## src/rtl/square_wave_out.sv

```systemverilog
// Output stage of the square-wave generator: turns a clamped period/high-time pair into
// a registered square wave, with double-buffered settings that switch only on period wraps.
module square_wave_out #(
   parameter int WIDTH      = 32,
   parameter int MIN_PERIOD = 2
) (
   input  logic             clk,
   input  logic             rst_n,
   input  logic             en,
   input  logic [WIDTH-1:0] cfg_period,
   input  logic [WIDTH-1:0] cfg_high,
   input  logic             cfg_valid,
   output logic             cfg_ready,
   output logic             wave_out,
   output logic             period_tick,
   output logic             running
);

   typedef enum logic {
      IDLE = 1'b0,
      RUN  = 1'b1
   } state_t;

   localparam logic [WIDTH-1:0] MIN_P = WIDTH'(MIN_PERIOD);

   state_t           r_state;
   logic [WIDTH-1:0] r_cnt;
   logic [WIDTH-1:0] r_per_q;
   logic [WIDTH-1:0] r_hi_q;
   logic [WIDTH-1:0] r_sh_per;
   logic [WIDTH-1:0] r_sh_hi;
   logic             r_cfg_loaded;
   logic             r_pending;
   logic             r_wave;
   logic             r_running;

   logic             w_xfer;
   logic             w_wrap;
   logic [WIDTH-1:0] w_cap_per;
   logic [WIDTH-1:0] w_cap_hi;
   logic [WIDTH-1:0] w_cnt_next;
   logic [WIDTH-1:0] w_start_hi;

   assign w_xfer     = cfg_valid & ~r_pending;
   assign w_cap_per  = (cfg_period < MIN_P) ? MIN_P : cfg_period;
   assign w_cap_hi   = (cfg_high > w_cap_per) ? w_cap_per : cfg_high;
   assign w_wrap     = (r_cnt == (r_per_q - WIDTH'(1)));
   assign w_cnt_next = w_wrap ? '0 : (r_cnt + WIDTH'(1));
   // A config landing on the start edge is already the active one for cnt=0.
   assign w_start_hi = w_xfer ? w_cap_hi : r_hi_q;

   assign cfg_ready   = ~r_pending;
   assign wave_out    = r_wave;
   assign running     = r_running;
   assign period_tick = (r_state == RUN) & w_wrap;

   // NOTE: all state lives in this one clocked block using non-blocking assignments,
   // so every right-hand side sees pre-edge values regardless of statement order.
   always_ff @(posedge clk or negedge rst_n) begin
      if (!rst_n) begin
         r_state      <= IDLE;
         r_cnt        <= '0;
         r_per_q      <= MIN_P;
         r_hi_q       <= '0;
         r_sh_per     <= MIN_P;
         r_sh_hi      <= '0;
         r_cfg_loaded <= 1'b0;
         r_pending    <= 1'b0;
         r_wave       <= 1'b0;
         r_running    <= 1'b0;
      end else begin
         case (r_state)
            IDLE: begin
               r_cnt  <= '0;
               r_wave <= 1'b0;
               if (w_xfer) begin
                  r_per_q      <= w_cap_per;
                  r_hi_q       <= w_cap_hi;
                  r_cfg_loaded <= 1'b1;
               end
               if (en && r_cfg_loaded) begin
                  r_state   <= RUN;
                  r_running <= 1'b1;
                  r_wave    <= (w_start_hi != '0);
               end
            end

            RUN: begin
               if (!en) begin
                  r_state   <= IDLE;
                  r_cnt     <= '0;
                  r_wave    <= 1'b0;
                  r_running <= 1'b0;
                  if (r_pending) begin
                     r_per_q   <= r_sh_per;
                     r_hi_q    <= r_sh_hi;
                     r_pending <= 1'b0;
                  end
                  // Only possible with nothing pending, so it never collides with the promotion.
                  if (w_xfer) begin
                     r_per_q <= w_cap_per;
                     r_hi_q  <= w_cap_hi;
                  end
               end else begin
                  r_cnt <= w_cnt_next;
                  if (w_wrap && r_pending) begin
                     r_per_q   <= r_sh_per;
                     r_hi_q    <= r_sh_hi;
                     r_pending <= 1'b0;
                     r_wave    <= (r_sh_hi != '0);
                  end else begin
                     r_wave <= (w_cnt_next < r_hi_q);
                  end
                  if (w_xfer) begin
                     r_sh_per  <= w_cap_per;
                     r_sh_hi   <= w_cap_hi;
                     r_pending <= 1'b1;
                  end
               end
            end

            default: r_state <= IDLE;
         endcase
      end
   end

endmodule
```

## config.mk

```make
export PLATFORM = sky130hd
export DESIGN_NAME = square_wave_out
export DESIGN_NICKNAME = d
export VERILOG_FILES = /design/src/rtl/square_wave_out.sv
export SDC_FILE = /design/constraint.sdc
export NUM_CORES = 1
export LEC_CHECK = 0
export BUFFER_PORTS_ARGS = -buffer_cell sky130_fd_sc_hd__buf_2
export CORE_MARGIN = 4
export CORE_UTILIZATION = 56
export DETAILED_ROUTE_END_ITERATION = 12
export PLACE_DENSITY_LB_ADDON = 0.1
export SLEW_MARGIN = 20
export SYNTH_ARGS = -nofsm -noshare
export SYNTH_HDL_FRONTEND = slang
export SYNTH_SLANG_ARGS = --single-unit
```

## constraint.sdc

```tcl
create_clock -name clk -period 4.58 [get_ports clk]
set_input_delay 0.229 -clock clk [delete_from_list [all_inputs] [get_ports clk]]
set_output_delay 0.229 -clock clk [all_outputs]
set_load 0.05 [all_outputs]
```

## Yosys cells after proc, flatten, opt, wreduce, memory -nomap -nowiden

Cells that the tools add are included.

- Input bits: 68
- Output and inout port bits: 4
- RAM bits: 0
- Bits in registers: 165
- Word-level logic and storage cells: 66
- ROM bits: 0
- Bits in latches: 0
- Memories kept: 0

- Add/subtract/negate cells: 2
- Muxes and demuxes: 30
- $lt $le $gt $ge: 3
- $mul: 0
- Reductions and logical operators: 10
- Bitwise logic cells: 4
- Shifts and indexed selects: 0
- Divide/modulo/power cells: 0
- Equality and inequality tests: 7

Operators by type and width:

| operator | count |
|---|---|
| 2-to-1 mux 32 bit | 14 |
| case mux 32 bit (2 select lines) | 3 |
| nonzero test 32 bit | 2 |
| adder 32 x 1 -> 32 bit (second input constant) | 1 |
| equality test 32 bit | 1 |
| greater-than comparator 32 bit | 1 |
| < comparator 32 x 2 -> 1 bit (second input constant) | 1 |
| < comparator 32 bit | 1 |
| subtractor 32 x 1 -> 32 bit (second input constant) | 1 |
| 2-to-1 mux 1 bit | 10 |
| AND reduction 2 bit | 4 |
| != test 2 bit (second input constant) | 3 |
| case mux 1 bit (2 select lines) | 3 |
| AND reduction 3 bit | 2 |
| != test 4 x 2 -> 1 bit (second input constant) | 1 |
| != test 3 x 1 -> 1 bit (second input constant) | 1 |
| != test 3 x 2 -> 1 bit (second input constant) | 1 |
| bitwise AND 1 bit | 2 |
| logical AND 1 bit | 2 |
| NOT 1 bit | 2 |

## Depth between registers and ports, before layout

Gate-level depths: netlist of run 1.

- Depth after elaboration: 8
- Gate-level depth with buffers: 22
- Depth with buffers taken out: 20

## Least setup slack after synthesis of run 1

No wires, ideal clock.

- Kind: register to register
- From: register r_per_q[10]
- To: register r_wave (netlist: wave_out)
- Data arrival time: 4.573 ns
- Data required time: 4.502 ns
- Path buffers: 3
- Setup time: 0.078 ns
- Path slack: -0.071 ns
- Clock period less this slack: 4.651 ns
- Cell stages (with the launch flop): 22
- Cell sequence: dfrtp_1 buf_2 or4_1 or4_1 nor2_1 mux2_1 nand3_1 nand3_1 nor2_4 buf_2 buf_2 nor2_1 ha_1 a21o_1 a21o_1 a221oi_1 o21ai_0 a211oi_1 o211ai_1 a211oi_1 nor3_1 o2bb2ai_1

- Cells in the longest elaborated chain, start to end: 7
- Elaborated cells on any way between the ends: 8
- Classes of those cells: add/sub: 1; order compare: 1; eq/ne: 1; mux: 4; reduce/logical: 1

Ends and longest elaborated chain:

| what | RTL line | RTL |
|---|---|---|
| start, declared | 28 | `logic [WIDTH-1:0] r_per_q;` |
| start signal, assigned | 77 | `r_per_q <= w_cap_per;` |
| start signal, assigned | 95 | `r_per_q <= r_sh_per;` |
| start signal, assigned | 101 | `r_per_q <= w_cap_per;` |
| subtractor 32 x 1 -> 32 bit * | 47 | `assign w_wrap = (r_cnt == (r_per_q - WIDTH'(1)));` |
| equality test 32 bit * | 47 |  |
| 2-to-1 mux 32 bit | 48 | `assign w_cnt_next = w_wrap ? '0 : (r_cnt + WIDTH'(1));` |
| < comparator 32 bit | 112 | `r_wave <= (w_cnt_next < r_hi_q);` |
| 2-to-1 mux 1 bit * | 106 | `if (w_wrap && r_pending) begin` |
| 2-to-1 mux 1 bit * | 89 | `if (!en) begin` |
| case mux 1 bit (2 select lines) * | 72 | `case (r_state)` |
| end signal, assigned | 84 | `r_wave <= (w_start_hi != '0);` |
| end signal, assigned | 110 | `r_wave <= (r_sh_hi != '0);` |
| end signal, assigned | 112 |  |
| end, declared | 34 | `logic r_wave;` |

Every way passes the cells marked *; elsewhere a longest branch is shown, timed or not.
A chain may end at the register's enable or synchronous reset.

## Final worst setup path of run 1

- From: register r_per_q[0]
- To: register r_wave (netlist: wave_out)

Same word-level chain as after synthesis.

==> results of run 1 <==
[repair_timing]
action,4_1_cts,5_1_grt
setup endpoints to repair,1,1
pin swaps,5,30
setup buffers,4,4
gates cloned,2,1
hold endpoints to repair,95,0
resized for setup,10,35
hold buffers,1,0
[power by group through the flow]
stage,logic (uW),clock network (uW),registers [uW]
detailed placement,463,0,1570
CTS,469,1520,1540
floorplan,276,0,1550
global placement,458,0,1570
finish,484,1510,1540
global route,526,1590,1550
[stage by stage]
step / TNS, ns / total power [uW] / worst slack [ns] / util / hold WS [ns]
global route: -0.200 / 3660 / -0.200 / 0.671 / 0.0992
global placement: 0 / 2030 / 0.0602 / 0.619 / 0.402
floorplan: 0 / 1830 / 0.0195 / - / -0.0666
detailed placement: -0.0490 / 2030 / -0.0490 / 0.619 / 0.400
CTS: 0 / 3540 / 0.00423 / 0.661 / 0.0659
finish: -0.0199 / 3540 / -0.0199 / 0.671 / 0.0887
[cells by family after synthesis]
logic type	Yosys count	share of synthesized area
and+or+nand+nor	424	0.195
AOI/OAI and AO/OA	262	0.161
DFF	165	0.383
buffers and inverters	132	0.0510
xor gates and xnor gates	75	0.0609
muxes	66	0.0730
adders and majority gates	65	0.0754
[sequential cells by signal (all words and copies together), names as in the netlist]
name / flops
r_cfg_loaded: 1
r_cnt: 32
r_hi_q: 32
r_pending: 1
r_per_q: 32
r_sh_hi: 32
r_sh_per: 32
r_state: 1
running: 1
wave_out: 1
[per-layer routing]
metal / vias up / routed length [um]
met3: 48 / 2010
met2: 364 / 15100
met5: - / 0
met4: 0 / 711
li1: 4486 / -
met1: 4664 / 14800
[worst max-delay path: stages, from the launching register on]
cell,delay [ns]
dfrtp_1,0.39
inv_2,0.08
ha_4,0.13
or4b_4,0.48
or4b_4,0.57
a21oi_4,0.15
nor2_2,0.05
nor3_2,0.17
nand4_1,0.20
nor2_4,0.24
buf_6,0.17
nor2_2,0.05
ha_1,0.33
nand4_1,0.22
nor4_4,0.33
nand3_1,0.15
o21ai_2,0.16
a211oi_2,0.07
o21a_1,0.15
o211a_1,0.16
nor3_4,0.17
o2bb2ai_2,0.06
[cell usage in the layout, fill, tap and decap left out, drive strengths merged, types with 4 or more instances in the layout]
cell type	Yosys	routed
mux2i	34	34
xnor2	32	32
nor2b	9	9
and3	12	12
clkbuf	44	18
nand2	131	131
or2	4	4
or4	7	7
nor2	78	78
a21oi	19	19
o211ai	4	4
nand4	35	35
inv	72	78
buf	16	131
mux2	32	32
o21a	5	5
clkinv	0	8
nand3	28	28
nor4	45	45
ha	65	65
o2bb2ai	35	35
a211oi	9	9
and4	4	4
a21o	17	17
xor2	43	43
or3	8	8
nor3	47	47
dfrtp	163	163
a2bb2oi	32	32
a31oi	5	5
o21ai	116	116
[final timing paths]
path	startpoint	endpoint	slack (ns)	cells past startpoint
worst min register to register	r_sh_per[19]	r_sh_per[19]	0.48	2
max in group asynchronous	rst_n	r_sh_per[1]	2.97	3
worst max-delay path	r_per_q[0]	wave_out	-0.02	21
min in group asynchronous	rst_n	r_cnt[9]	0.46	2
worst max register to register	r_per_q[0]	wave_out	-0.02	21
worst min-delay path	cfg_valid	r_cfg_loaded	0.09	3
[area by class of cell]
type                            instances  area, um2  share of cell area
Multi-Input combinational cell        892       6340               0.501
Clock inverter                         15        208              0.0164
Tap cell                              260        325              0.0257
Timing Repair Buffer                  133        937              0.0742
Inverter                               72        270              0.0214
Clock buffer                           17        425              0.0337
Sequential cell                       165       4130               0.327
==> summary.txt, run 1 <==
Outcome
  – Status: complete, but fails checks
  – Failing checks: negative setup slack

Global route
  – Vias in the first global route: between 9000 and 10000
  – Total GRT Usage: 0.298
  – First-pass GRT wire length: 50300 um
  – M3 GR Usage: 0.0333
  – Grt met2 use: 0.466
  – Remaining Overflow, GRT: 0
  – GRT busiest layer: met2
  – Met1 GRT Util: 0.440
  – Largest net degree at the start of global routing: between 100 and 150
  – Initial antenna violation count: 0

Timing
  – Fmax: approximately 220 MHz
  – Tmin final: 4.60 ns
  – Relative slew slack: 0.375
  – Final Hold Fails: 0
  – Fin crit share: 1.00
  – Worst slew pin tran: 0.938 ns
  – RSZ-0062 raised after global routing: yes
  – Final worst slack: -0.0199 ns
  – Max-slew violations: 0
  – Final setup vio count: 1
  – Clock skew: between 0.02 and 0.025 ns

Logic synthesis
  – Top-count cell post-synth: dfrtp_1
  – Synthesized cell area: around 0.011 mm2
  – Fraction of registers with async set or reset after synthesis: 1.00
  – FF+latch count, synth: around 170
  – Mean Syn Cell Area: roughly 9.1 um2
  – Syn_nets: around 1300
  – Post-Syn Instances: between 1000 and 1500
  – Synth top area share: 0.378
  – Number of flops mapped to enable cells by yosys: 0
  – Synth area leader: dfrtp_1
  – Area contributors post-synth: dfrtp_1, ha_1, o21ai_0
  – Synth top cells by count: dfrtp_1, nand2_1, o21ai_0
  – Main synth FF type: dfrtp_1
  – Sequential share of the synthesized area: 0.383
  – Cell variety after synth: 60
  – Syn. warnings: 0

Floorplanning
  – # rows: 50
  – Die Height: approximately 150 um
  – Die Wd: roughly 150 um
  – Initial Utilization: 0.573
  – Core Area: 0.0188 mm2
  – Die ar.: 0.0215 mm2
  – I/O Pins: 72

Routing
  – First DRT Iteration DRCs: about 770
  – Routed vias: around 9600
  – Drt pass-1 iters: 5
  – DRC: 0
  – Total wire length: around 33000 um
  – Post-DR wirelength/cell: approximately 21 um
  – Via/cell ratio: 6.15
  – Post-route ant nets: 0

CTS
  – Clk Latency, worst-skew pair: ~0.44 ns
  – Max Buffers Root-to-Sink: 2
  – Root Driver: clkbuf_16
  – CTS tree: done
  – CTS H-tree lvls: 4
  – Clk sinks: between 150 and 200
  – CTS buffer count: 17
  – Clk pin slew, worst setup/hold paths: 0.07 ns

Power and ir drop
  – PwrDens: 280 mW/mm2
  – Combinational share of power: 0.137
  – P_sw: 1040 uW
  – Sequential fraction of design power: 0.436
  – Pint: 2500 uW
  – Sw Ratio: 0.293
  – Power share of the clock group: 0.427
  – Leak pwr: 0.00573 uW
  – Worst IR Drop VDD: between 0.2 and 0.3 mV

Placement
  – Final HPWL from detailed placement: around 24000 um
  – Inst Count DP: 1511
  – GP Congestion: around 1.0
  – Placed cell areas: around 0.012 mm2
  – Port bufs: a little over 70

Job
  – # Max-Cap Violations: 0

Layout
  – Fillcell total: around 1600
  – Area grow syn2layout: 17.1%
  – Layout Nets: approximately 1400
  – Cell area after layout: 0.0126 mm2
  – Layout cells sized above 1: 0.191
  – Antenna Cells: 0
  – Fin cells: between 1500 and 2000

Critical path
  – Worst EP arrival: between 4 and 5 ns
  – CP Class: register to register
  – Maximum fanout along the worst path: 7
  – Crit path capture type: register
  – CP required: 4.89 ns
  – CP startpoint kind: register

Worst hold path
  – Worst min path class: input port to register
Power figures use the tool's default switching activity.
==> run 2, diff against run 1 <==
- MAX_ROUTING_LAYER: unset -> met4
==> run 2 against run 1 <==
Effect of this change: the flow now finishes without violations; setup slack better by 0.033 ns; die area unchanged; combinational power up 1%; via count down 1.9%; clock skew down 0.0075 ns; first-iteration DRC count down 10%; clock-buffer cell count unchanged; non-clock buffer count up 16; largest cell class unchanged; largest power group unchanged.
==> summary.txt, run 2 (synthesized netlist as in run 1, its figures left out) <==
Global route
  – First-pass GRT wire length: between 40000 and 50000 um
  – Initial antenna violation count: 0
  – Total GRT Usage: 0.303
  – Remaining Overflow, GRT: 0
  – Vias in the first global route: approximately 9000
  – Largest net degree at the start of global routing: 99

CTS
  – CTS buffer count: 17
  – Max Buffers Root-to-Sink: 2
  – Clk sinks: about 170
  – CTS tree: done
  – Clk pin slew, worst setup/hold paths: 0.07 ns
  – CTS H-tree lvls: 4
  – Clk Latency, worst-skew pair: about 0.44 ns
  – Root Driver: clkbuf_16

Power and ir drop
  – Sw Ratio: 0.287
  – Worst IR Drop VDD: approximately 0.27 mV
  – Leak pwr: about 0.0058 uW
  – Sequential fraction of design power: 0.440
  – P_sw: between 1000 and 1500 uW
  – Power share of the clock group: 0.420
  – Combinational share of power: 0.140
  – PwrDens: between 200 and 300 mW/mm2
  – Pint: 2490 uW

Timing
  – Fin crit share: 0.997
  – Final setup vio count: 0
  – Final worst slack: about 0.014 ns
  – Fmax: 219 MHz
  – Worst slew pin tran: ~0.96 ns
  – Relative slew slack: 0.362
  – Clock skew: approximately 0.015 ns
  – Max-slew violations: 0
  – RSZ-0062 raised after global routing: yes
  – Final Hold Fails: 0
  – Tmin final: ~4.6 ns

Job
  – # Max-Cap Violations: 0

Floorplanning
  – Die Height: between 100 and 150 um
  – I/O Pins: between 70 and 80
  – Core Area: ~0.019 mm2
  – Initial Utilization: 0.573
  – Die Wd: 147 um
  – # rows: 50
  – Die ar.: 0.0215 mm2

Layout
  – Layout cells sized above 1: 0.190
  – Most common cell after layout, fill and taps aside: dfrtp_1
  – Antenna Cells: 0
  – Layout Nets: between 1000 and 1500
  – FF+latch area: just over 0.004 mm2
  – Area grow syn2layout: 16.8%
  – Final Core Density: 0.669
  – Most frequent cells in the layout: dfrtp_1, nand2_1, o21ai_0
  – Cell area after layout: 0.0126 mm2
  – Multi-input logic area: around 0.0063 mm2
  – Fillcell total: roughly 1600

Routing
  – Drt pass-1 iters: 8
  – Total wire length: ~32000 um
  – Post-DR wirelength/cell: ~20 um
  – Routed vias: around 9400
  – DRC: 0
  – Via/cell ratio: approximately 6.0
  – Post-route ant nets: 0
  – First DRT Iteration DRCs: 686

Placement
  – GP Congestion: roughly 0.98
  – Port bufs: a little over 70
  – Final HPWL from detailed placement: 24300 um
  – Placed cell areas: about 0.012 mm2
  – Pre-CTS setup slack: -0.152 ns

Critical path
  – Reg2Reg Depth: 19
  – CP required: just under 5 ns
  – Crit-path max cell delay: 0.53 ns
  – Slowest CP cell: or4b_4
  – CP most frequent cell: or4b_4
  – Maximum fanout along the worst path: 8
  – Worst EP arrival: 4.87 ns
  – Crit path capture type: register
  – CP Class: register to register
  – CP startpoint kind: register
  – Crit-path cells: inv_2, ha_4, or4b_4, or4b_4, a21oi_2, nor2_2, nor3_2, nand4_1, nor2_4, buf_12, buf_4, nor2_1, ha_1, and4_4, o2111ai_1, or4_1, and3_1, nor3_1, o2bb2ai_1

Outcome
  – Status: finished clean

Worst hold path
  – Worst min path class: input port to register
  – Hold depth: 3
run 2: layout make-up:
class	count	area share
Multi-Input combinational cell	892	0.497
Clock buffer	17	0.0338
Tap cell	260	0.0258
Sequential cell	165	0.328
Clock inverter	15	0.0138
Inverter	72	0.0215
Timing Repair Buffer	149	0.0804
run 2: critical path, delay by kind of cell (launching register included):
kind                       cells  cell delay (ns)
DFF                            1             0.41
adders and majority gates      2             0.49
buffers and inverters          3             0.37
AOI/OAI and AO/OA              3             0.43
and+or+nand+nor               11             2.76
run 2: final timing paths:
path                               from           end  slack, ns
setup / recovery             r_per_q[0]      wave_out       0.01
hold / removal                cfg_valid  r_cfg_loaded        0.1
setup reg to reg             r_per_q[0]      wave_out       0.01
hold reg to reg            r_sh_per[17]  r_sh_per[17]       0.48
max in group asynchronous         rst_n   r_sh_per[1]       3.10
min in group asynchronous         rst_n      r_cnt[7]       0.40
run 2: power by group through the flow:
stage          logic, uW  clock network, uW  registers (uW)
2_1_floorplan        276                  0            1550
3_3_place_gp         464                  0            1560
3_5_place_dp         467                  0            1560
4_1_cts              480               1490            1540
5_1_grt              535               1560            1540
6_report             491               1470            1540
run 2: routing by layer:
metal	GRT usage	part of all wire	wire length, um
met1	0.429	0.46	14800
met3	0.0444	0.058	1860
met2	0.468	0.46	14700
met5	-	0	0
met4	0.0668	0.017	538
run 2: stage by stage:
step | cells | total power (uW) | hold slack [ns] | setup TNS [ns]
global route | 1570 | 3630 | 0.108 | -0.136
detailed placement | 1520 | 2030 | 0.325 | -0.152
finish | 1570 | 3500 | 0.0977 | 0
floorplan | 1189 | 1830 | -0.0666 | 0
global placement | 1520 | 2030 | 0.325 | 0
CTS | 1566 | 3510 | 0.0792 | 0
run 2: repair_timing:
| item | CTS | global route |
|---|---|---|
| resized for setup | 10 | 16 |
| endpoints found under the hold margin | 78 | 0 |
| pin swaps | 9 | 8 |
| setup endpoints to repair | 1 | 1 |
| setup buffers | 13 | 3 |
| cloned | 0 | 1 |
| hold buffers | 1 | 0 |
==> run 3, diff against run 2 <==
- ABC_AREA: unset -> 1
- CORE_UTILIZATION: 56 -> 57
==> run 3 against run 2 <==
Effect of this change: global-route usage up 3.5 points; clock-buffer cell count up 1; final cell count up 33%; maximum frequency up 11%; cell area up 6.9%; critical path depth up 3; combinational power rose to 3.2 times the previous value; worst hold slack better by 0.0062 ns; synthesized cell count up 48%; critical path type unchanged.
==> summary.txt, run 3 <==
Outcome
  – Status: finished clean

Global route
  – First-pass GRT wire length: 61800 um
  – Initial antenna violation count: 0
  – Total GRT Usage: 0.339
  – Largest net degree at the start of global routing: 80
  – Vias in the first global route: roughly 11000
  – Remaining Overflow, GRT: 0

Timing
  – Clock skew: approximately 0.014 ns
  – Fin crit share: 0.901
  – Tmin final: 4.13 ns
  – Final Hold Fails: 0
  – Max-slew violations: 0
  – RSZ-0062 raised after global routing: no
  – Fmax: 242 MHz
  – Worst slew pin tran: around 0.78 ns
  – Worst hold margin: slightly above 0.1 ns
  – Final worst slack: 0.454 ns
  – Final setup vio count: 0
  – Relative slew slack: 0.476
  – Setup TNS: 0 ns

Job
  – # Max-Cap Violations: 0

Layout
  – Cell area after layout: 0.0135 mm2
  – Layout Nets: roughly 1900
  – Fillcell total: around 1900
  – Layout cells sized above 1: 0.108
  – Final Core Density: 0.638
  – Most common cell after layout, fill and taps aside: nand2_1
  – Multi-input logic area: 0.00701 mm2
  – Antenna Cells: 0
  – Most frequent cells in the layout: nand2_1, inv_1, o21ai_0
  – Area grow syn2layout: 10.0%
  – FF+latch area: between 0.004 and 0.005 mm2

Worst hold path
  – Worst min path class: input port to register
  – Hold wc startpoint: en
  – Hold EP: r_state
  – Hold depth: 3

Routing
  – Via/cell ratio: about 5.7
  – Post-DR wirelength/cell: between 15 and 20 um
  – Routed vias: around 12000
  – Drt pass-1 iters: 6
  – Post-route ant nets: 0
  – First DRT Iteration DRCs: 1182
  – Total wire length: between 30000 and 40000 um
  – DRC: 0

Critical path
  – Reg2Reg Depth: 22
  – CP required: between 4 and 5 ns
  – Maximum fanout along the worst path: 8
  – Crit path capture type: register
  – CP Class: register to register
  – CP startpoint kind: register
  – R2R Path End: wave_out
  – R2R setup slack: ~0.45 ns
  – Worst EP arrival: 4.50 ns
  – Reg2reg start: r_per_q[0]

Logic synthesis
  – Number of flops mapped to enable cells by yosys: 0
  – FF+latch count, synth: 165
  – Top-count cell post-synth: nand2_1
  – Main synth FF type: dfrtp_1
  – Synth area leader: dfrtp_1
  – Synth top cells by count: nand2_1, inv_1, o21ai_0
  – Fraction of registers with async set or reset after synthesis: 1.00
  – Syn_nets: roughly 1900
  – Syn. warnings: 0
  – Synth top area share: 0.333
  – Cell variety after synth: 56
  – Mean Syn Cell Area: roughly 6.9 um2
  – Post-Syn Instances: about 1800
  – Synthesized cell area: 0.0122 mm2
  – Area contributors post-synth: dfrtp_1, nand2_1, o21ai_0
  – Sequential share of the synthesized area: 0.338

CTS
  – Clk pin slew, worst setup/hold paths: 0.07 ns
  – Max Buffers Root-to-Sink: 2
  – CTS tree: done
  – CTS buffer count: 17
  – Clk sinks: 165
  – Clk Latency, worst-skew pair: 0.43 ns
  – Root Driver: clkbuf_16
  – CTS H-tree lvls: 4

Floorplanning
  – Die Wd: 155 um
  – Initial Utilization: 0.580
  – Core Area: 0.0211 mm2
  – Die Height: about 150 um
  – I/O Pins: a little over 70
  – Die ar.: 0.0239 mm2
  – # rows: 53

Power and ir drop
  – Sw Ratio: 0.391
  – PwrDens: approximately 370 mW/mm2
  – P_sw: 1960 uW
  – Leak pwr: between 0.006 and 0.007 uW
  – Combinational share of power: 0.317
  – Sequential fraction of design power: 0.387
  – Worst IR Drop VDD: around 0.23 mV
  – Power share of the clock group: 0.296
  – Pint: slightly above 3000 uW

Placement
  – Placed cell areas: 0.0128 mm2
  – Final HPWL from detailed placement: between 30000 and 40000 um
  – Port bufs: 71
  – Pre-CTS setup slack: slightly below 0.2 ns
  – GP Congestion: roughly 1.0
==> run 3: cell count changes after synthesis, moves of 27 or more <==
cell	before	now
nand2_1	131	472
inv_1	72	212
nor2_1	77	170
o21ai_0	115	177
nand3_1	28	86
a21oi_1	19	67
o2bb2ai_1	35	0
mux2i_1	34	0
a2bb2oi_1	32	0
o211ai_1	4	31
==> run 3: power groups by stage <==
stage / Combinational [uW] / Clock, uW / Sequential (uW)
3_3_place_gp: 1530 / 0 / 1960
4_1_cts: 1570 / 1500 / 1940
5_1_grt: 1800 / 1550 / 1980
6_report: 1590 / 1490 / 1950
2_1_floorplan: 1120 / 0 / 1910
3_5_place_dp: 1560 / 0 / 1960
==> run 3: per-stage QoR <==
stage / cells / total power, uW
3_5_place_dp: 2060 / 3520
6_report: 2095 / 5020
3_3_place_gp: 2060 / 3490
2_1_floorplan: 1763 / 3030
4_1_cts: 2093 / 5010
5_1_grt: 2095 / 5330
==> run 3: cell families (layout without fill, tap and decap cells) <==
family / count (synthesis) / after routing / synth area share
multiplexers: 6 / 6 / 0.00736
buffers and inverters: 292 / 349 / 0.0922
AND/OR/NAND/NOR: 864 / 864 / 0.316
AO/OA/AOI/OAI: 318 / 318 / 0.142
flip-flops: 165 / 165 / 0.338
XOR/XNOR: 53 / 53 / 0.0385
adder cells (fa/ha/maj): 65 / 65 / 0.0665
==> run 3: what timing repair did <==
action,in CTS,in global routing
setup endpoints to repair,0,1
hold buffers,1,0
resized for setup,0,4
hold endpoints to repair,77,0
buffers inserted,0,2
==> run 3: area by class of cell <==
class	instances	area share
Clock buffer	18	0.0326
Clock inverter	14	0.0120
Inverter	226	0.0634
Multi-Input combinational cell	1306	0.520
Sequential cell	165	0.307
Tap cell	275	0.0256
Timing Repair Buffer	91	0.0391
==> run 3: per-layer routing <==
metal / vias to the layer above / share of wire / global-route usage
met5: - / 0 / -
met4: 0 / 0.032 / 0.104
met3: 73 / 0.068 / 0.0436
met2: 484 / 0.46 / 0.535
met1: 5598 / 0.44 / 0.459
li1: 5849 / - / -
==> run 3: how the worst max path moves through the flow <==
stage | start | endpoint
floorplan | r_per_q[1] | wave_out
global placement | r_per_q[0] | wave_out
detailed placement | r_per_q[0] | wave_out
CTS | r_per_q[0] | wave_out
global route | r_per_q[0] | wave_out
finish | r_per_q[0] | wave_out
==> run 3: critical path, cell delays in order, from the launching register on <==
cell	delay, ns
dfrtp_1	0.41
inv_1	0.14
ha_1	0.27
nand2_4	0.13
nor2_8	0.19
nand3_1	0.15
xnor2_2	0.21
and3_1	0.18
nand4_1	0.09
nor4b_1	0.37
nand4_2	0.12
buf_4	0.20
buf_4	0.14
o211ai_1	0.09
inv_1	0.10
ha_1	0.30
a21oi_1	0.17
o21ai_0	0.12
a221oi_1	0.41
nand2_1	0.11
nand2_1	0.08
nand2_1	0.05
nand2_1	0.05
